### config.mk
export PLATFORM = sky130hd
export DESIGN_NAME = traffic_intersection_ctrl
export DESIGN_NICKNAME = d
export VERILOG_FILES = /design/src/rtl/traffic_intersection_ctrl.sv
export SDC_FILE = /design/constraint.sdc
export NUM_CORES = 1
export LEC_CHECK = 0
export ABC_AREA = 1
export CAP_MARGIN = 20
export CORE_UTILIZATION = 35
export CTS_CLUSTER_DIAMETER = 40
export DETAILED_ROUTE_END_ITERATION = 10
export PLACE_DENSITY = 0.57
export SLEW_MARGIN = 20
export SYNTH_ARGS = -nofsm -noshare
export SYNTH_HDL_FRONTEND = slang
export SYNTH_SLANG_ARGS = --single-unit
### constraint.sdc
create_clock -name clk -period 1.8 [get_ports clk]
set_input_delay 0.36 -clock clk [delete_from_list [all_inputs] [get_ports clk]]
set_output_delay 0.36 -clock clk [all_outputs]
set_load 0.01 [all_outputs]
### src/rtl/traffic_intersection_ctrl.sv
// Two-road intersection light sequencer with all-red clearance,
// pedestrian walk insertion and a freezable phase timer.
module traffic_intersection_ctrl #(
  parameter int CNT_W       = 8,
  parameter int GREEN_TIME  = 20,
  parameter int YELLOW_TIME = 4,
  parameter int RED_TIME    = 2,
  parameter int WALK_TIME   = 10
) (
  input  logic       clk,
  input  logic       rst_n,
  input  logic       ped_req,
  input  logic       hold,
  output logic [2:0] ns_light,
  output logic [2:0] ew_light,
  output logic       walk,
  output logic       ped_pending,
  output logic [2:0] phase
);

  typedef enum logic [2:0] {
    AR_NS   = 3'd0,
    NS_G    = 3'd1,
    NS_Y    = 3'd2,
    AR_EW   = 3'd3,
    EW_G    = 3'd4,
    EW_Y    = 3'd5,
    WALK_NS = 3'd6,
    WALK_EW = 3'd7
  } state_t;

  localparam logic [2:0] RED    = 3'b100;
  localparam logic [2:0] YELLOW = 3'b010;
  localparam logic [2:0] GREEN  = 3'b001;

  localparam logic [CNT_W-1:0] LD_G = CNT_W'(GREEN_TIME - 1);
  localparam logic [CNT_W-1:0] LD_Y = CNT_W'(YELLOW_TIME - 1);
  localparam logic [CNT_W-1:0] LD_R = CNT_W'(RED_TIME - 1);
  localparam logic [CNT_W-1:0] LD_W = CNT_W'(WALK_TIME - 1);

  state_t           state;
  state_t           state_nx;
  logic [CNT_W-1:0] cnt;
  logic [CNT_W-1:0] cnt_nx;
  logic             pend_nx;
  logic             expire;
  logic             in_walk;
  logic             to_walk;

  assign expire  = (cnt == '0) && !hold;
  assign in_walk = (state == WALK_NS) || (state == WALK_EW);
  assign to_walk = expire &&
                   ((state_nx == WALK_NS) || (state_nx == WALK_EW));

  always_comb begin
    state_nx = state;
    if (expire) begin
      unique case (state)
        AR_NS:   state_nx = ped_pending ? WALK_NS : NS_G;
        NS_G:    state_nx = NS_Y;
        NS_Y:    state_nx = AR_EW;
        AR_EW:   state_nx = ped_pending ? WALK_EW : EW_G;
        EW_G:    state_nx = EW_Y;
        EW_Y:    state_nx = AR_NS;
        WALK_NS: state_nx = NS_G;
        WALK_EW: state_nx = EW_G;
        default: state_nx = AR_NS;
      endcase
    end
  end

  always_comb begin
    cnt_nx = cnt;
    if (expire) begin
      unique case (state_nx)
        NS_G, EW_G:       cnt_nx = LD_G;
        NS_Y, EW_Y:       cnt_nx = LD_Y;
        WALK_NS, WALK_EW: cnt_nx = LD_W;
        default:          cnt_nx = LD_R;
      endcase
    end else if (!hold) begin
      cnt_nx = cnt - CNT_W'(1);
    end
  end

  // Walk entry clears the latch; requests during a walk are dropped.
  always_comb begin
    pend_nx = ped_pending;
    if (to_walk)
      pend_nx = 1'b0;
    else if (!in_walk && ped_req)
      pend_nx = 1'b1;
  end

  always_ff @(posedge clk or negedge rst_n) begin
    if (!rst_n) begin
      state       <= AR_NS;
      cnt         <= LD_R;
      ped_pending <= 1'b0;
    end else begin
      state       <= state_nx;
      cnt         <= cnt_nx;
      ped_pending <= pend_nx;
    end
  end

  always_comb begin
    ns_light = RED;
    ew_light = RED;
    unique case (1'b1)
      (state == NS_G): ns_light = GREEN;
      (state == NS_Y): ns_light = YELLOW;
      (state == EW_G): ew_light = GREEN;
      (state == EW_Y): ew_light = YELLOW;
      default: ;
    endcase
  end

  assign walk  = in_walk;
  assign phase = state;

endmodule

# After elaboration in Yosys (flattened, before gate mapping)
# Index checks and enable logic that the tools add are counted.
[classes]
multipliers = 0
eq_ne = 14
n_bitwise = 0
order_cmp = 0
addsub = 1
mux = 11
reduce_logical = 13
shift = 0
n_div = 0
[op_table]
columns = ["op", "count"]
rows = [
  ["3-bit equality test (second input constant)", 8],
  ["3-bit case mux with 8 select lines", 1],
  ["8-bit two-way mux", 2],
  ["5-bit case mux with 3 select lines", 1],
  ["3-bit case mux with 2 select lines", 2],
  ["3-bit by 2-bit equality test with 1-bit output (second input constant)", 3],
  ["8-bit logical NOT", 1],
  ["8-bit by 1-bit subtractor with 8-bit output (second input constant)", 1],
  ["3-bit by 1-bit equality test with 1-bit output (second input constant)", 2],
  ["3-bit two-way mux", 2],
  ["2-bit OR reduction", 3],
  ["1-bit logical AND", 3],
  ["3-bit logical NOT", 1],
  ["1-bit logical NOT", 2],
  ["1-bit logical OR", 2],
  ["1-bit two-way mux", 2],
  ["2-bit two-way mux", 1],
  ["2-bit by 1-bit != test with 1-bit output (second input constant)", 1],
  ["2-bit nonzero test", 1],
]
[totals]
latch_bits = 0
ff_bits = 12
n_memories = 0
wordCells = 42
mem_bits_rw = 0
romBits = 0
out_inout_bits = 11

# Depth between registers and ports, before layout
[logic_depth]
ltp_word = 7
depth_mapped = 15
ltp_nobuf = 15

# Least setup slack after synthesis
# No wires, ideal clock.
[synth_path]
kind = "register -> register"
from = "register cnt[0]"
to = "register cnt[4]"
t_arrival_ns = 1.454
setup_ns = 0.116
synth_period_minus_slack_ns = 1.571
slack_ns = 0.229
stages_incl_launch_ff = 14
required_ns = 1.684
path_cell_list = "dfstp_2 -> inv_1 -> ha_1 -> inv_1 -> nor2_2 -> nand2_4 -> nor2_8 -> nand3_2 -> nand2_2 -> nand2_2 -> nand3_1 -> nand2_1 -> nand2_1 -> nand2_1"
[synth_via]
elab_chain_cells = 7
[synth_rtl]
columns = ["item", "line", "source"]
rows = [
  ["from (decl)", "43", "logic [CNT_W-1:0] cnt;"],
  ["from (signal assigned)", "102", "cnt <= cnt_nx;"],
  ["8-bit logical NOT", "50", "assign expire = (cnt == '0) && !hold;"],
  ["1-bit logical AND", "50", ""],
  ["3-bit two-way mux", "57", "if (expire) begin"],
  ["3-bit equality test (tied with other cells)", "75", "unique case (state_nx)"],
  ["2-bit OR reduction", "75", ""],
  ["5-bit case mux with 3 select lines", "75", ""],
  ["8-bit two-way mux", "74", "if (expire) begin"],
]
# Parallel ways exist; a longest one is shown, timed or not. The select of a mux whose other input is x is not followed.
# A chain may end at the register's enable or synchronous reset.

# Worst setup path after layout
[layout_path]
from = "register state[0], in the netlist phase[0]"
to = "output port phase[0]"
[layout_rtl]
columns = ["item", "line", "source"]
rows = [
  ["from (decl)", "41", "state_t state;"],
  ["from (signal assigned)", "101", "state <= state_nx;"],
  ["to (decl)", "18", "output logic [2:0] phase"],
]
# No word-level cell between the ends.

==> impl_metrics.yaml <==
status:
  status: "finished, final reports clean"
sta:
  drv_slew: 0
  relSlewSlack_pct: 63.2
  fin_crit_sh_pct: 95.9
  hold_violations: 0
  worst_slew_pin_slew_ns: 0.550
  max_freq_ghz: 0.579
  setup_viol: 0
  setup_ws_ns: 0.0735
  period_minus_slack_ns: 1.73
  rsz0062_at_grt: "true"
  fin_tns_setup_ns: 0
  fin_skew_ns: 0.000243
logic_synthesis:
  ys_types: 28
  postSynthAreaPerCell_um2: 7.56
  synth_seq_cells: 12
  synthArstFlopShare_pct: 100
  synth_top_cell_area_share_pct: 30.9
  synthFlopType: "dfrtp_1"
  ys_seq_area_share_pct: 33.8
  yosys-top-cells-area: "dfrtp_1, nand2_1, inv_1"
  yosys.area.top_type: "dfrtp_1"
  ys_top_cells_by_count: "nand2_1, inv_1, nor2_1"
  yosysMostFrequentCell: "nand2_1"
  synth_edf_count: 0
  synthCells: 118
  synthesis.area_um2: 892
  synth_nets: 124
  synth_warnings: 0
drt:
  drcViolationCount: 0
  drt_pass1_iterations: 4
  avgViaCountPerCell: 4.68
  first_iter_violations: 12
  ant_nets: 0
  routedWlPerCell_um: 11.4
  highest_layer: "met4"
  wl_met3_um: 75
  wl_met2_um: 911
  wl_um: 2060
  wl_met1_um: 1050
  vias: 843
finish:
  num_antenna_cells: 0
  fin_area_um2: 1250
  multi_input_area_um2: 543
  nFillCells: 224
  num-nets-final: 159
  seqCellArea_um2: 304
  syn_to_final_growth_pct: 40.7
  drive_gt1_share_pct: 35.5
placed_design:
  postPlaceCellArea_um2: 1140
  dpl.hpwl_um: 1510
  detailedPlace.worstSlack_ns: -0.0558
  io_buffer_count: 14
  gp_congestion: 0.832
pwr:
  p_per_area_nw_per_um2: 1420
  ir_drop_mv: 0.620
  leakagePower_nw: 0.641
worst_setup_path:
  ff2ff_path_depth: 15
  crit_family: "buffers and inverters"
  crit_chain: "buf_4 -> clkdlybuf4s50_1"
  cp.arrival_ns: 1.37
  crit_slowest_cell: "clkdlybuf4s50_1"
  critPathLaunchType: "register"
  critPathMaxFanout: 5
  cp.depth: 2
  crit_buf_inv: 2
  end_kind: "primary output"
  critPathMaxStageDelay_ns: 0.53
  crit_required_ns: 1.44
  critical_path_class: "reg2out"
global_routing:
  antenna_found_initial: 0
  grt_pass1_wl_um: 3320
  grt_pass1_vias: 746
  grt_start_max_net_pins: 13
  grt_overflow_total: 0
  grt_use_total_pct: 17.2
floorplan:
  die-area_um2: 2750
  die_h_um: 52.5
  coreArea_um2: 2300
  dieWidth_um: 52.5
  io_pins: 15
  start_util_pct: 38.8
  rows: 17
cts:
  h-tree-depth: 1
  cts.sinks: 12
  cts-root-buf: "clkbuf_4"
  clk_pin_slew_worst_paths_ns: 0.07
  cts_buffer_depth: 2
  cts_tree: "built"
  cts_buffers: 3
  clk_latency_ns: 0.27
hold_path:
  hold_class: "in2async"
flow_run:
  drv_cap: 0
path summary, 6_finish.rpt:
check                                    from                  to  slack (ns)
min                                     rst_n  cnt[1]$_DFFE_PN0P_        0.44
max in group asynchronous               rst_n  phase[2]$_DFF_PN0_        0.96
min reg2reg                cnt[6]$_DFFE_PN0P_  cnt[6]$_DFFE_PN0P_        0.51
max reg2reg                cnt[1]$_DFFE_PN0P_  cnt[4]$_DFFE_PN0P_        0.14
min in group clk           cnt[6]$_DFFE_PN0P_  cnt[6]$_DFFE_PN0P_        0.51
max                        phase[0]$_DFF_PN0_            phase[0]        0.07
state kept, by name (all words and copies together), names as in the netlist:
name	flops
cnt	8
ped_pending	1
phase	3
layout make-up:
type                    count  area share (%)
clock buffers               4            2.89
flip-flops and latches     12            24.2
inverters                  19            5.88
repair buffers             31            20.9
multi-input cells          86            43.3
well taps                  28            2.79
through the flow:
| step | util (%) | std cells | power, mW | hold slack [ns] |
|---|---|---|---|---|
| 4_1_cts | 53.0 | 180 | 1.74 | 0.458 |
| 3_3_place_gp | 49.7 | 170 | 1.48 | 0.493 |
| 6_report | 54.6 | 180 | 1.79 | 0.440 |
| 3_5_place_dp | 49.7 | 170 | 1.48 | 0.499 |
| 5_1_grt | 54.6 | 180 | 1.93 | 0.485 |
| 2_1_floorplan | - | 118 | 1.12 | 0.0644 |
worst reg2reg max path: stages, from the launching register on:
cell	delay (ns)
dfrtp_1	0.40
inv_2	0.09
ha_4	0.14
inv_1	0.06
nor2_4	0.10
nand2_4	0.07
nor2_8	0.17
inv_2	0.06
nand2_2	0.06
nand2_2	0.08
inv_2	0.06
nand2_1	0.04
nand3_1	0.07
nand2_1	0.05
nand2_1	0.05
nand2_1	0.04
layout by cell type (no fill, tap or decap):
cell type	n
nand2_4	2
nand3_4	2
nand3_1	6
inv_4	1
dfrtp_1	9
o21ai_0	5
o22ai_1	1
inv_2	5
nand2_1	21
dlygate4sd2_1	6
a21oi_1	7
o21ai_1	2
nand4_1	1
nor2_4	3
xor2_1	2
dlymetal6s2s_1	1
inv_1	13
nor2_1	13
nor4_2	1
dfstp_2	1
ha_1	1
nand3_2	2
nor2_8	1
a21oi_2	1
nor3_2	1
clkdlybuf4s50_1	6
nand3b_1	1
clkbuf_4	3
clkbuf_8	1
o21bai_1	1
a21boi_1	1
buf_4	17
nor2_2	5
clkdlybuf4s15_1	1
dfrtp_2	2
nand2_2	5
ha_4	1
where the power goes:
| group | switching (mW) | total, mW | internal [mW] |
|---|---|---|---|
| clock | 0.0892 | 0.212 | 0.123 |
| combinational | 0.545 | 1.04 | 0.495 |
| sequential | 0.153 | 0.534 | 0.382 |
per-layer routing:
layer / vias up / global-route usage [%]
li1: 443 / -
met2: 10 / 23.8
met5: - / 0
met3: 2 / 5.22
met1: 388 / 25.2
met4: 0 / 5.26
kinds of logic after synthesis:
kind of cell	synth area share [%]
AND/OR/NAND/NOR	41.4
buffers and inverters	8.84
AO/OA/AOI/OAI	11.2
flip-flops	33.8
XOR/XNOR	1.96
adder cells (fa/ha/maj)	2.80
timing repair:
| action | in CTS | in global routing |
|---|---|---|
| gates resized for setup | 9 | 9 |
| pin swaps | 0 | 1 |
| endpoints found under the setup margin | 7 | 7 |
| buffers inserted | 6 | 0 |
| hold buffers | 0 | 0 |
Power figures use the tool's default switching activity.
